[src/rtl/ps2_rx.sv]
// ps2_rx: PS/2 device-to-host receiver with input sync, clock glitch filter and frame timeout.
// Define PS2_BREAK_DECODE_EN to absorb F0/E0 prefixes and report them on key_release/key_ext.
module ps2_rx #(
  parameter int SYNC_STAGES = 2,
  parameter int FILTER_LEN  = 8,
  parameter int TIMEOUT     = 200000
) (
  input  logic       clk,
  input  logic       reset,
  input  logic       KEYSIG_CLK,
  input  logic       KEYSIG_DATA,
  output logic [7:0] code,
  output logic       code_valid,
  output logic       parity_err,
  output logic       frame_err,
`ifdef PS2_BREAK_DECODE_EN
  output logic       key_release,
  output logic       key_ext,
`endif
  output logic       busy
);
  localparam int FW = $clog2(FILTER_LEN + 1);
  localparam int TW = $clog2(TIMEOUT + 1);
  localparam logic [1:0] S_IDLE   = 2'd0;
  localparam logic [1:0] S_DATA   = 2'd1;
  localparam logic [1:0] S_PARITY = 2'd2;
  localparam logic [1:0] S_STOP   = 2'd3;
  logic [SYNC_STAGES-1:0] r_clk_sync, r_dat_sync;
  logic [FW-1:0] r_flt_cnt;
  logic          r_flt, r_flt_d;
  logic [1:0]    r_state;
  logic [2:0]    r_bit_cnt;
  logic [7:0]    r_shift;
  logic          r_par;
  logic [TW-1:0] r_tmo;
  logic          w_sclk, w_dat, w_edge, w_byte_ok, w_prefix;
  assign w_sclk    = r_clk_sync[SYNC_STAGES-1];
  assign w_dat     = r_dat_sync[SYNC_STAGES-1];
  assign w_edge    = r_flt_d & ~r_flt;
  assign w_byte_ok = w_edge && r_state == S_STOP && w_dat && ^{r_shift, r_par};
  assign busy      = r_state != S_IDLE;
`ifdef PS2_BREAK_DECODE_EN
  assign w_prefix  = r_shift == 8'hF0 || r_shift == 8'hE0;
`else
  assign w_prefix  = 1'b0;
`endif
  // Lines idle high, so presetting to 1 keeps reset release from looking like an edge
  always_ff @(posedge clk or posedge reset) begin
    if (reset) begin
      r_clk_sync <= '1;
      r_dat_sync <= '1;
      r_flt      <= 1'b1;
      r_flt_d    <= 1'b1;
      r_flt_cnt  <= '0;
    end else begin
      r_clk_sync <= {r_clk_sync[SYNC_STAGES-2:0], KEYSIG_CLK};
      r_dat_sync <= {r_dat_sync[SYNC_STAGES-2:0], KEYSIG_DATA};
      r_flt_d    <= r_flt;
      if (w_sclk == r_flt)
        r_flt_cnt <= '0;
      else if (r_flt_cnt == FW'(FILTER_LEN - 1)) begin
        r_flt     <= w_sclk;
        r_flt_cnt <= '0;
      end else
        r_flt_cnt <= r_flt_cnt + 1'b1;
    end
  end
  always_ff @(posedge clk or posedge reset) begin
    if (reset) begin
      r_state    <= S_IDLE;
      r_bit_cnt  <= '0;
      r_shift    <= '0;
      r_par      <= 1'b0;
      r_tmo      <= '0;
      code       <= '0;
      code_valid <= 1'b0;
      parity_err <= 1'b0;
      frame_err  <= 1'b0;
    end else begin
      code_valid <= 1'b0;
      parity_err <= 1'b0;
      frame_err  <= 1'b0;
      if (w_edge) begin
        r_tmo <= '0;
        case (r_state)
          S_IDLE: begin
            r_bit_cnt <= '0;
            if (w_dat) frame_err <= 1'b1;
            else r_state <= S_DATA;
          end
          S_DATA: begin
            r_shift   <= {w_dat, r_shift[7:1]};
            r_bit_cnt <= r_bit_cnt + 1'b1;
            if (r_bit_cnt == 3'd7) r_state <= S_PARITY;
          end
          S_PARITY: begin
            r_par   <= w_dat;
            r_state <= S_STOP;
          end
          default: begin
            r_state <= S_IDLE;
            if (!w_dat) frame_err <= 1'b1;
            else if (!w_byte_ok) parity_err <= 1'b1;
            else if (!w_prefix) begin
              code       <= r_shift;
              code_valid <= 1'b1;
            end
          end
        endcase
      end else if (r_state != S_IDLE) begin
        if (r_tmo == TW'(TIMEOUT - 1)) begin
          r_state   <= S_IDLE;
          r_bit_cnt <= '0;
          r_tmo     <= '0;
          frame_err <= 1'b1;
        end else
          r_tmo <= r_tmo + 1'b1;
      end
    end
  end
`ifdef PS2_BREAK_DECODE_EN
  logic r_rel, r_ext;
  always_ff @(posedge clk or posedge reset) begin
    if (reset) begin
      r_rel       <= 1'b0;
      r_ext       <= 1'b0;
      key_release <= 1'b0;
      key_ext     <= 1'b0;
    end else if (w_byte_ok) begin
      if (w_prefix) begin
        r_rel <= r_rel | (r_shift == 8'hF0);
        r_ext <= r_ext | (r_shift == 8'hE0);
      end else begin
        key_release <= r_rel;
        key_ext     <= r_ext;
        r_rel       <= 1'b0;
        r_ext       <= 1'b0;
      end
    end else if (parity_err | frame_err) begin
      r_rel <= 1'b0;
      r_ext <= 1'b0;
    end
  end
`endif
endmodule

[config.mk]
export PLATFORM = sky130hd
export DESIGN_NAME = ps2_rx
export DESIGN_NICKNAME = d
export VERILOG_FILES = /design/src/rtl/ps2_rx.sv
export SDC_FILE = /design/constraint.sdc
export NUM_CORES = 1
export LEC_CHECK = 0
export ABC_AREA = 1
export CAP_MARGIN = 25
export CORE_ASPECT_RATIO = 0.75
export CORE_MARGIN = 2
export CORE_UTILIZATION = 40
export CTS_CLUSTER_SIZE = 28
export DETAILED_ROUTE_END_ITERATION = 10
export GPL_TIMING_DRIVEN = 0
export SLEW_MARGIN = 20
export SYNTH_ARGS = -nofsm -noshare
export SYNTH_HDL_FRONTEND = slang
export SYNTH_SLANG_ARGS = --single-unit
export TNS_END_PERCENT = 1
[constraint.sdc]
create_clock -name clk -period 4 [get_ports clk]
set_input_delay 1 -clock clk [delete_from_list [all_inputs] [get_ports clk]]
set_output_delay 1 -clock clk [all_outputs]
set_load 0.01 [all_outputs]
# Yosys cells after proc, flatten, opt, wreduce, memory -nomap -nowiden
# Index checks and enable logic that the tools add are counted.
word_totals:
  register_bits: 53
  input_bits: 4
op_classes:
  add_sub_neg: 3
  n_eq_ne: 10
  n_mux: 29
  n_bitwise: 4
  reduce_logical: 16
op_table:
  columns: ["operator", "count"]
  rows:
  - ["$mux W18", 3]
  - ["$add A18 B1 Y18 const B", 1]
  - ["$eq A18 B18 Y1 const B", 1]
  - ["$mux W1", 13]
  - ["$mux W2", 5]
  - ["$mux W3", 3]
  - ["$reduce_xor A9 Y1", 1]
  - ["$mux W4", 2]
  - ["$reduce_and A4 Y1", 2]
  - ["$ne A3 B3 Y1 const B", 2]
  - ["$pmux W2 S3", 1]
  - ["$pmux W3 S2", 1]
  - ["$reduce_and A2 Y1", 3]
  - ["$reduce_bool A2 Y1", 3]
  - ["$add A4 B1 Y4 const B", 1]
  - ["$eq A2 B2 Y1 const B", 2]
  - ["$eq A4 B3 Y1 const B", 1]
  - ["$add A3 B1 Y3 const B", 1]
  - ["$eq A3 B3 Y1 const B", 1]
  - ["$logic_and A1 B1 Y1", 3]
  - ["$ne A3 B1 Y1 const B", 1]
  - ["$not A1 Y1", 3]
  - ["$reduce_and A3 Y1", 1]
  - ["$reduce_or A3 Y1", 1]
  - ["other kinds (6)", 6]

# Logic depth before layout (Yosys ltp)
# Gate-level depths: netlist of the first run.
depth:
  depth_word: 9
  ltp_mapped: 12
  mapped_depth_nobuf: 12

# Worst setup path after synthesis of the first run
# Ideal clock, no wire load.
synth_timing:
  path_kind: "register to output"
  start: "register r_state[0]"
  end: "output busy"
  arrival_ps: 835
  t_required_ps: 3000
  setup_slack_ps: 2165
  path_stages_with_launch: 4
  path_cell_list: "dfrtp_1 -> inv_1 -> ha_1 -> inv_2"
synth_via:
  elab_chain_len: 1
synth_rtl:
  columns: ["item", "line_no", "rtl"]
  rows:
  - ["from (decl)", "31", "logic [1:0] r_state;"]
  - ["from (signal assigned)", "70", "r_state <= S_IDLE;"]
  - ["from (signal assigned)", "89", "else r_state <= S_DATA;"]
  - ["from (signal assigned)", "94", "if (r_bit_cnt == 3'd7) r_state <= S_PARITY;"]
  - ["$reduce_bool A2 Y1", "41", "assign busy = r_state != S_IDLE;"]
  - ["to (decl)", "20", "output logic busy"]
# Every way passes these cells.

# Worst setup path after layout of the first run
# Same ends and word-level chain as after synthesis.

==> out/results.ini, run 1 <==
[die]
io_pins = 16
row_count = 26
dieHeight_um = 76.4
initial_core_util = 0.411
core-area_um2 = 6800
die_x_um = 101
dieArea_um2 = 7690

[power]
power_frac_seq = 0.555
power.switching_mw = 0.315
intPower_mw = 0.751
clkPwrFrac = 0.285
combPwrFrac = 0.159
p_per_area_nw_per_um2 = 339
p_sw_frac = 0.295
ir_worst_vdd_uv = 189
p_leak_nw = 1.52

[timing]
setup_viol = 0
drv_slew = 0
tns_ps = 0
finalHoldViolations = 0
tightest_slew_ps = 662
period_minus_slack_ps = 2820
grt_setup_unrepaired = false
fin_worst_skew_ps = 8.45
slew_headroom = 0.559
max_freq_mhz = 354
whs_ps = 363
period_share = 0.705

[global_route]
grt_pass1_vias = 2073
grt_max_degree = 54
track_usage = 0.157
antenna_found_initial = 0
grt_overflow = 0
grt_pass1_wl_um = 9830

[logic_synthesis]
synthXorXnorAreaFrac = 0.0282
synth-simple-area-share = 0.315
ys_seq_area_frac = 0.477
synth_warnings = 0
synth_compound_area_frac = 0.0572
syn_area_per_cell_um2 = 8.35
yosysUniqueCellTypes = 34
synth_area_um2 = 2800
syn_inst = 335
synth_top_family_by_area = simple AND/OR/NAND/NOR gates
syn_nets = 348
synthAdderAreaFrac = 0.0403
synth-seq-cells = 53
muxShareOfSynthArea = 0.00805

[final_layout]
drive_gt1_frac = 0.145
fill_cells = 657
final_util = 0.462
regArea_um2 = 1330
n_antenna_cell = 0
area_delta_synth_final_pct = 12.3
multi_input_area_um2 = 1260
nets = 370

[setup_path]
worstSetupEndpointType = output port
crit_path_max_incr_delay_ps = 560
crit_slowest_cell = clkdlybuf4s50_1
worst_setup_path_start_kind = flip-flop
r2r_end = r_state[0]
crit_required_ps = 3000
crit_chain = inv_1, ha_1, inv_2, clkdlybuf4s50_1
crit_buf_inv = 3
worstReg2RegStart = r_state[1]
reg2reg_slack_ps = 2080
critPathTopFamily = buffers and inverters
crit_arrival_ps = 1820
setup.worst_path.class = flip-flop to output port
reg2regPathDepth = 10
crit_fanout = 5

[detailed_routing]
drt_iter0_drc = 100
via_per_inst = 4.83
drtPass1Iterations = 4
num_vias = 2137
wl_um = 5440
antenna_left = 0
drc_errors = 0
routedWlPerCell_um = 12.3

[clocking]
cts_buffers = 5
ctsHoldBuffers = 0
cts_tree = yes
htreeDepth = 2
cts.sinks = 53
insertion_delay_ps = 300
cts_setup_buffers = 0
root_buffer = clkbuf_8
cts_buffer_depth = 2
path_clk_slew_ps = 100
cts_resized = 0

[worst_hold_path]
hold_start = r_dat_sync[0]
holdPathStages = 0
hold_class = flip-flop to flip-flop
min_delay_worst_endpoint = r_dat_sync[1]

[place]
dp_hpwl_um = 3930
gp_congestion = 0.824
portBuffers = 15

[status]
outcome = completed

[flow_run]
maxCapViolCount = 0

-- power groups by stage --
stage / registers, mW / logic (mW) / clock network, mW
4_1_cts: 0.592 / 0.173 / 0.311
6_report: 0.592 / 0.170 / 0.304
5_1_grt: 0.596 / 0.193 / 0.334
2_1_floorplan: 0.598 / 0.129 / 0
3_5_place_dp: 0.602 / 0.173 / 0
3_3_place_gp: 0.601 / 0.170 / 0
-- registers in the layout (all words and copies together) (netlist names), 2 cells and up --
signal,cells
r_tmo,18
code,8
r_shift,8
r_flt_cnt,4
r_bit_cnt,3
r_clk_sync,2
r_dat_sync,2
r_state,2
-- metrics by stage --
stage,instances,cell area [um2],setup slack [ps],total power [mW]
2_1_floorplan,335,2800,1720,0.727
3_3_place_gp,434,3050,647,0.771
3_5_place_dp,434,3060,1520,0.776
4_1_cts,442,3140,1160,1.08
5_1_grt,442,3140,1060,1.12
6_report,442,3140,1180,1.07
-- layer usage --
metal  vias to the layer above  global-route usage  wire (um)
met4                         0              0.0288         31
met5                         -                   0          0
met2                        33               0.232       2210
li1                       1106                   -          -
met3                         4              0.0330        218
met1                       994               0.240       2980
-- synth_stat cells, drive strengths merged --
master	number	area (um2)
nand2	102	413
o21ai	21	105
a21oi	7	35.0
nor2	39	200
dfstp	6	158
nand3	17	115
xnor2	5	43.8
a211oi	1	7.51
clkinv	2	8.75
nand4	13	81.3
ha	9	113
nand3b	2	15.0
inv	45	169
buf	2	16.3
nor3	7	51.3
xor2	4	35.0
clkbuf	1	13.8
a31oi	2	12.5
dfrtp	47	1180
mux2	2	22.5
or2	1	6.26
-- cell usage in the layout (no fill, tap or decap), types with 2 or more instances in the layout --
cell type	count
a31oi_1	2
nand2_2	9
xor2_1	4
nand3_4	2
nor3_1	5
dfstp_2	6
nor2_2	6
nand3b_1	2
xnor2_1	5
dfrtp_1	47
clkinvlp_4	2
ha_1	9
clkbuf_8	6
o21ai_0	17
nor2_1	29
a21oi_1	7
mux2_2	2
nand2_1	92
nor2_4	3
nand3_1	14
nand4_1	13
inv_1	38
o21ai_1	4
inv_2	6
clkdlybuf4s50_1	15
-- worst max path at each step --
stage / to / slack, ps / start / cells past startpoint
after floorplan: code[0] / 1720 / reset / 1
final: busy / 1180 / r_state[0] / 4
after global routing: busy / 1060 / r_state[1] / 4
after CTS: busy / 1160 / r_state[0] / 4
after detailed placement: busy / 1520 / r_state[0] / 4
after global placement: r_tmo[3] / 650 / reset / 2
-- area by class of cell --
class / instances / area share
Sequential cell: 53 / 0.424
Multi-Input combinational cell: 232 / 0.400
Inverter: 47 / 0.0573
Clock inverter: 2 / 0.00478
Timing Repair Buffer: 15 / 0.0478
Buffer: 3 / 0.00955
Clock buffer: 6 / 0.0231
Tap cell: 84 / 0.0334
-- cell families after synthesis --
| group | after synthesis |
|---|---|
| muxes | 2 |
| adders and majority gates | 9 |
| buffers and inverters | 50 |
| and+or+nand+nor | 181 |
| xor gates and xnor gates | 9 |
| DFF | 53 |
| AOI/OAI and AO/OA | 31 |
No activity file was read; power rests on OpenSTA's default activity.
==> run 2, diff against run 1 <==
==> constraint.sdc (replaced) <==
create_clock -name clk -period 2.85 [get_ports clk]
set_input_delay 0.7125 -clock clk [delete_from_list [all_inputs] [get_ports clk]]
set_output_delay 0.7125 -clock clk [all_outputs]
set_load 0.01 [all_outputs]
==> results of run 2 <==
Same layout as run 1 (identical final DEF). Status: completed.
Among the figures that moved: setup slack after placement 1520 ps -> 656 ps; setup slack after layout 1180 ps -> 316 ps; register-to-register setup slack 2080 ps -> 930 ps; total power 1.07 mW -> 1.50 mW; worst IR drop on VDD 189 uV -> 265 uV
==> run 3, diff against run 2 <==
--- a/config.mk
+++ b/config.mk
@@ -13,6 +13,7 @@
 export CTS_CLUSTER_SIZE = 28
 export DETAILED_ROUTE_END_ITERATION = 10
 export GPL_TIMING_DRIVEN = 0
+export SKIP_CTS_REPAIR_TIMING = 1
 export SLEW_MARGIN = 20
 export SYNTH_ARGS = -nofsm -noshare
 export SYNTH_HDL_FRONTEND = slang
==> results of run 3 <==
Same layout as run 1 (identical final DEF). Status: completed.
Among the figures that moved: setup slack after placement 1520 ps -> 656 ps; setup slack after layout 1180 ps -> 316 ps; register-to-register setup slack 2080 ps -> 930 ps; total power 1.07 mW -> 1.50 mW; worst IR drop on VDD 189 uV -> 265 uV
